==> src/rtl/alu_pkg.sv <==
// ALU function-select map and sequencer state encoding shared by every ALU client.
package alu_pkg;

  // 16-bit ALU operations (bit 4 set selects the 16-bit datapath)
  localparam logic [4:0] FS_PASSA = 5'b10000;
  localparam logic [4:0] FS_PASSB = 5'b10001;
  localparam logic [4:0] FS_NOTA  = 5'b10010;
  localparam logic [4:0] FS_NEGA  = 5'b10011;
  localparam logic [4:0] FS_ADD   = 5'b10100;
  localparam logic [4:0] FS_ADC   = 5'b10101;
  localparam logic [4:0] FS_SUB   = 5'b10110;
  localparam logic [4:0] FS_SBC   = 5'b10111;
  localparam logic [4:0] FS_AND   = 5'b11000;
  localparam logic [4:0] FS_OR    = 5'b11001;
  localparam logic [4:0] FS_XOR   = 5'b11010;
  localparam logic [4:0] FS_LSL   = 5'b11011;
  localparam logic [4:0] FS_LSR   = 5'b11100;
  localparam logic [4:0] FS_ASR   = 5'b11101;
  localparam logic [4:0] FS_ROL   = 5'b11110;
  localparam logic [4:0] FS_ROR   = 5'b11111;

  typedef enum logic [1:0] {
    S_IDLE  = 2'd0,
    S_ADD   = 2'd1,
    S_SHIFT = 2'd2,
    S_DONE  = 2'd3
  } seq_state_e;

endpackage

==> src/rtl/alu_mul_sequencer.sv <==
// Shift-and-add multiplier that borrows the shared ALU for every add and shift.
// Produces the low WIDTH bits of OpA*OpB after a fixed 2*WIDTH+1 busy cycles.
module alu_mul_sequencer #(
  parameter int          WIDTH    = 16,
  parameter logic [4:0]  FS_ADD   = alu_pkg::FS_ADD,
  parameter logic [4:0]  FS_LSL   = alu_pkg::FS_LSL,
  parameter logic [4:0]  FS_PASSA = alu_pkg::FS_PASSA
) (
  input  logic             Clock,
  input  logic             Reset,
  input  logic             Start,
  input  logic [WIDTH-1:0] OpA,
  input  logic [WIDTH-1:0] OpB,
  output logic             Busy,
  output logic             Done,
  output logic [WIDTH-1:0] Result,
  output logic             AluReq,
  output logic [WIDTH-1:0] AluA,
  output logic [WIDTH-1:0] AluB,
  output logic [4:0]       AluFunSel,
  output logic             AluWF,
  input  logic [WIDTH-1:0] AluOut
);
  import alu_pkg::*;

  localparam int            CW       = $clog2(WIDTH);
  localparam logic [CW-1:0] CNT_LAST = CW'(WIDTH - 1);

  seq_state_e       state, state_nxt;
  logic [WIDTH-1:0] m, q, acc;
  logic [CW-1:0]    cnt;

  always_ff @(posedge Clock) begin
    if (Reset) begin
      state  <= S_IDLE;
      m      <= '0;
      q      <= '0;
      acc    <= '0;
      cnt    <= '0;
      Result <= '0;
    end else begin
      state <= state_nxt;
      case (state)
        S_IDLE: if (Start) begin
          m   <= OpA;
          q   <= OpB;
          acc <= '0;
          cnt <= '0;
        end
        S_ADD: if (q[0]) acc <= AluOut;
        S_SHIFT: begin
          m   <= AluOut;
          q   <= q >> 1;
          cnt <= cnt + 1'b1;
          // acc is final here, so Result is already valid while Done is high
          if (cnt == CNT_LAST) Result <= acc;
        end
        default: ;
      endcase
    end
  end

  always_comb begin
    state_nxt = state;
    AluFunSel = FS_PASSA;
    AluA      = '0;
    AluB      = '0;
    case (state)
      S_IDLE:  if (Start) state_nxt = S_ADD;
      S_ADD: begin
        AluFunSel = FS_ADD;
        AluA      = acc;
        AluB      = m;
        state_nxt = S_SHIFT;
      end
      S_SHIFT: begin
        AluFunSel = FS_LSL;
        AluA      = m;
        state_nxt = (cnt == CNT_LAST) ? S_DONE : S_ADD;
      end
      S_DONE:  state_nxt = S_IDLE;
      default: state_nxt = S_IDLE;
    endcase
  end

  assign Busy   = (state != S_IDLE);
  assign Done   = (state == S_DONE);
  assign AluReq = Busy;
  assign AluWF  = 1'b0;

endmodule

==> config.mk <==
export PLATFORM = sky130hd
export DESIGN_NAME = alu_mul_sequencer
export DESIGN_NICKNAME = d
export VERILOG_FILES = /design/src/rtl/alu_pkg.sv /design/src/rtl/alu_mul_sequencer.sv
export SDC_FILE = /design/constraint.sdc
export NUM_CORES = 1
export LEC_CHECK = 0
export ABC_AREA = 0
export BUFFER_PORTS_ARGS = -buffer_cell sky130_fd_sc_hd__buf_2
export CORE_MARGIN = 8
export CORE_UTILIZATION = 40
export CTS_BUF_LIST = sky130_fd_sc_hd__clkbuf_2
export CTS_CLUSTER_SIZE = 10
export DETAILED_ROUTE_END_ITERATION = 10
export PLACE_DENSITY = 0.69
export SETUP_SLACK_MARGIN = 0.2
export SLEW_MARGIN = 30
export SYNTH_ARGS = -nofsm -noshare
export SYNTH_HDL_FRONTEND = slang
export SYNTH_SLANG_ARGS = --single-unit
==> constraint.sdc <==
create_clock -name Clock -period 4.75 [get_ports Clock]
set_input_delay 0.475 -clock Clock [delete_from_list [all_inputs] [get_ports Clock]]
set_output_delay 0.475 -clock Clock [all_outputs]
set_load 0.01 [all_outputs]
After elaboration in Yosys (flattened, before gate mapping)
Index checks and enable logic that the tools add are counted.
Widths: inputs -> output; s select.
{ "classes": {"n_addsub": 1, "eq_ne": 6, "n_mux": 15, "n_reduce_logical": 7} }
{ "op_table": {"columns": ["operator", "count"], "rows": [
  ["$pmux 16 s2", 4],
  ["$mux 16", 5],
  ["$pmux 4 s2", 2],
  ["$pmux 2 s4", 1],
  ["$reduce_bool 2->1", 3],
  ["$add 4x1->4 const B", 1],
  ["$eq 2x2->1 const B", 2],
  ["$eq 4x4->1 const B", 1],
  ["$mux 2", 2],
  ["$mux 4", 1],
  ["$ne 2x2->1 const B", 2],
  ["$reduce_and 2->1", 2],
  ["$reduce_and 3->1", 1],
  ["$eq 2x1->1 const B", 1],
  ["$logic_not 2->1", 1]
]} }
{ "word_totals": {"register_bits": 70, "inputBits": 51, "out_inout_bits": 57} }

Depth between registers and ports, before layout
{ "logic_depth": {"word_depth": 3, "ltp_mapped": 8} }

Worst setup path after synthesis
No wires, ideal clock.
{ "synth_timing": {"kind": "register to output", "start": "register state[0]", "end": "output port AluA[0]", "arrival_ns": 1.559, "required_ns": 4.275, "setup_slack_ns": 2.716, "stages_incl_launch_ff": 7, "n_path_buf": 2, "path_cell_list": "dfxtp_1 > inv_1 > ha_1 > buf_2 > clkbuf_1 > a22oi_1 > nor2b_1"} }
{ "synth_between": {"elab_chain_len": 2, "word_cells_on_any_way": 3} }
{ "synth_lines": {"columns": ["element", "line_no", "text"], "rows": [
  ["from (decl)", "alu_mul_sequencer.sv:29", "seq_state_e state, state_nxt;"],
  ["from (signal assigned)", "alu_mul_sequencer.sv:42", "state <= state_nxt;"],
  ["$eq 2x2->1 / $eq 2x1->1 (equally long branches)", "alu_mul_sequencer.sv:68", "case (state)"],
  ["$pmux 16 s2 (*)", "alu_mul_sequencer.sv:68", null],
  ["to (decl)", "alu_mul_sequencer.sv:18", "output logic [WIDTH-1:0] AluA,"]
]} }
Every way passes the cells marked *; elsewhere a longest branch is shown, timed or not.

Worst setup path in the final report
{ "layout_timing": {"start": "register state[0]", "end": "output port AluA[13]"} }
The elaborated chain is that of the path after synthesis.

==> flow_summary.yaml <==
place:
  dp.cells: 525
  hpwl_um: 5840
  port_buffers: 105
  place_area_um2: 3710
  place_ws_ns: 1.96
  globalplace.congestion: 0.714
floorplan:
  rows: 32
  dieArea_um2: 11200
  die_x_um: 106
  chipHeight_um: 106
  design.core.area_um2: 7770
  start_util_pct: 41.5
  ios: 108
drt:
  wl_per_cell_um: 15.9
  via_per_inst: 5.17
  wirelength_um: 8600
  route.detailed.drc: 0
  num_vias: 2794
  antenna_left: 0
  drtIter0Drc: 122
  first_pass_iters: 4
setup_path:
  critPathMaxFanout: 36
  cp-start-kind: "flip-flop"
  cp-end-kind: "primary output"
  critical_path_required_ns: 4.28
  criticalPathCategory: "flip-flop to primary output"
  r2r_slack_ns: 1.94
  critical_path_arrival_ns: 2.71
timing:
  fin_crit_ns: 3.19
  maxSlewViolCount: 0
  period_share_pct: 67.1
  worstMarginPinSlew_ns: 0.912
  max_slew_margin_pct: 39.0
  finalSetupTns_ns: 0
  finalSetupViolations: 0
  max_freq_ghz: 0.314
  finClkSkew_ns: 0.0233
  worst_slack_ns: 1.56
  worst_hold_slack_ns: 0.212
  hold_viol_final: 0
  rsz0062_at_grt: "no"
grt:
  antenna_found_initial: 0
  track_usage_pct: 15.2
  grt-ovfl-total: 0
  grt_max_degree: 65
  grt_pass1_vias: 2786
  grt_pass1_wl_um: 14000
synth:
  synthCells: 353
  synth-seq-area-share_pct: 43.5
  ys_warn_count: 0
  async_reset_ff_share_pct: 0
  yosys_most_used_dff: "dfxtp_1"
  synth_area_leaders: "dfxtp_1 43%, mux2i_1 9.9%, a211oi_1 7.5%"
  synth_cell_types: 32
  ys_seq_elements: 70
  avgSynthCellArea_um2: 9.13
  syn-num-nets: 411
  netlist_area_um2: 3220
  synth_top_area_share_pct: 43.5
  synth_edf_count: 0
  yosysTopAreaCell: "dfxtp_1"
  synth.most_common_cell: "dfxtp_1"
  synth_common_cells: "70 x dfxtp_1, 35 x nand2_1, 34 x nor2_1"
clocking:
  post_cts_buffers: 0
  htree_levels: 3
  clock_sinks: 70
  cts_buffers: 9
  clk_latency_ns: 0.49
  clk_pin_slew_ns: 0.19
  tritoncts: "built"
  cts.repair.resized: 0
  cts_buffer_depth: 2
  cts.hold.buffers_added: 0
  cts-root-buf: "clkbuf_2"
run:
  drv_cap: 0
layout:
  area_growth_pct: 19.1
  fillerInstances: 769
  nNetsFinal: 492
  layout.cells.non_filler: 540
  drive_gt1_share_pct: 28.5
  design_area_um2: 3840
  antenna_cells: 0
worst_hold_path:
  hp-class: "primary input to flip-flop"
power_and_ir_drop:
  leakage_uw: 0.00160
  pwr_density_cell_nw_per_um2: 400
  ir_drop_mv: 0.148
run_status:
  outcome: "finished, final reports clean"
-- metal layers --
metal	routed length (um)	track usage (%)	share of wire (%)
met5	0	0	0
met4	94	4.22	1.1
met3	789	5.85	9.2
met2	3910	23.9	45
met1	3800	18.9	44
-- flip-flops by register name, summed over array words and instances, names as in the netlist --
register  cells
Result       16
acc          16
m            16
q            16
cnt           4
state         2
-- worst max-delay path, cell delays in order (launching register included) --
cell     delay, ns
dfxtp_1       0.40
inv_1         0.13
ha_2          0.76
buf_4         0.50
a22oi_1       0.16
nor2b_1       0.15
buf_2         0.14
-- metrics by stage --
step           util, %  power (uW)
2_1_floorplan        -        1060
3_3_place_gp      47.6        1160
3_5_place_dp      47.7        1170
4_1_cts           49.4        1540
5_1_grt           49.4        1630
6_report          49.4        1530
-- cell usage in the layout (no fill, tap or decap), drive strengths merged, types with 11 or more instances in the layout --
cell    count
dfxtp      70
mux2i      32
nor2b      17
buf       106
a22oi      16
nand2      35
a22o       16
a211oi     32
clkbuf     11
nor2       34
and2       16
a21oi      21
-- worst paths after layout --
kind,startpoint,to,cells past startpoint
worst max register to register,state[0],Result[4],6
worst min-delay path,AluOut[13],acc[13],2
worst min register to register,Result[4],Result[4],2
worst max-delay path,state[0],AluA[13],6
-- kinds of logic (layout without fill, tap and decap cells) --
group,Yosys count,after routing,share of synthesized area (%)
DFF,70,70,43.5
muxes,34,34,10.6
buffers and inverters,39,124,6.10
other,2,2,0.233
adders and majority gates,7,7,2.72
AOI/OAI and AO/OA,89,89,20.0
and+or+nand+nor,112,112,16.8
-- layout make-up --
| type | count | area, um2 | share of cell area (%) |
|---|---|---|---|
| clock buffer | 11 | 55.1 | 1.44 |
| clock inverter | 4 | 72.6 | 1.89 |
| inverter | 3 | 11.3 | 0.294 |
| multi-input combinational | 244 | 1630 | 42.6 |
| sequential | 70 | 1400 | 36.5 |
| tap | 102 | 128 | 3.33 |
| timing repair buffer | 106 | 536 | 14.0 |
-- power breakdown --
| part | total [uW] | switching, uW | internal (uW) |
|---|---|---|---|
| clock | 379 | 203 | 176 |
| sequential | 706 | 47.3 | 659 |
| combinational | 449 | 265 | 184 |
| total | 1530 | 515 | 1020 |
No activity file was read; power rests on OpenSTA's default activity.
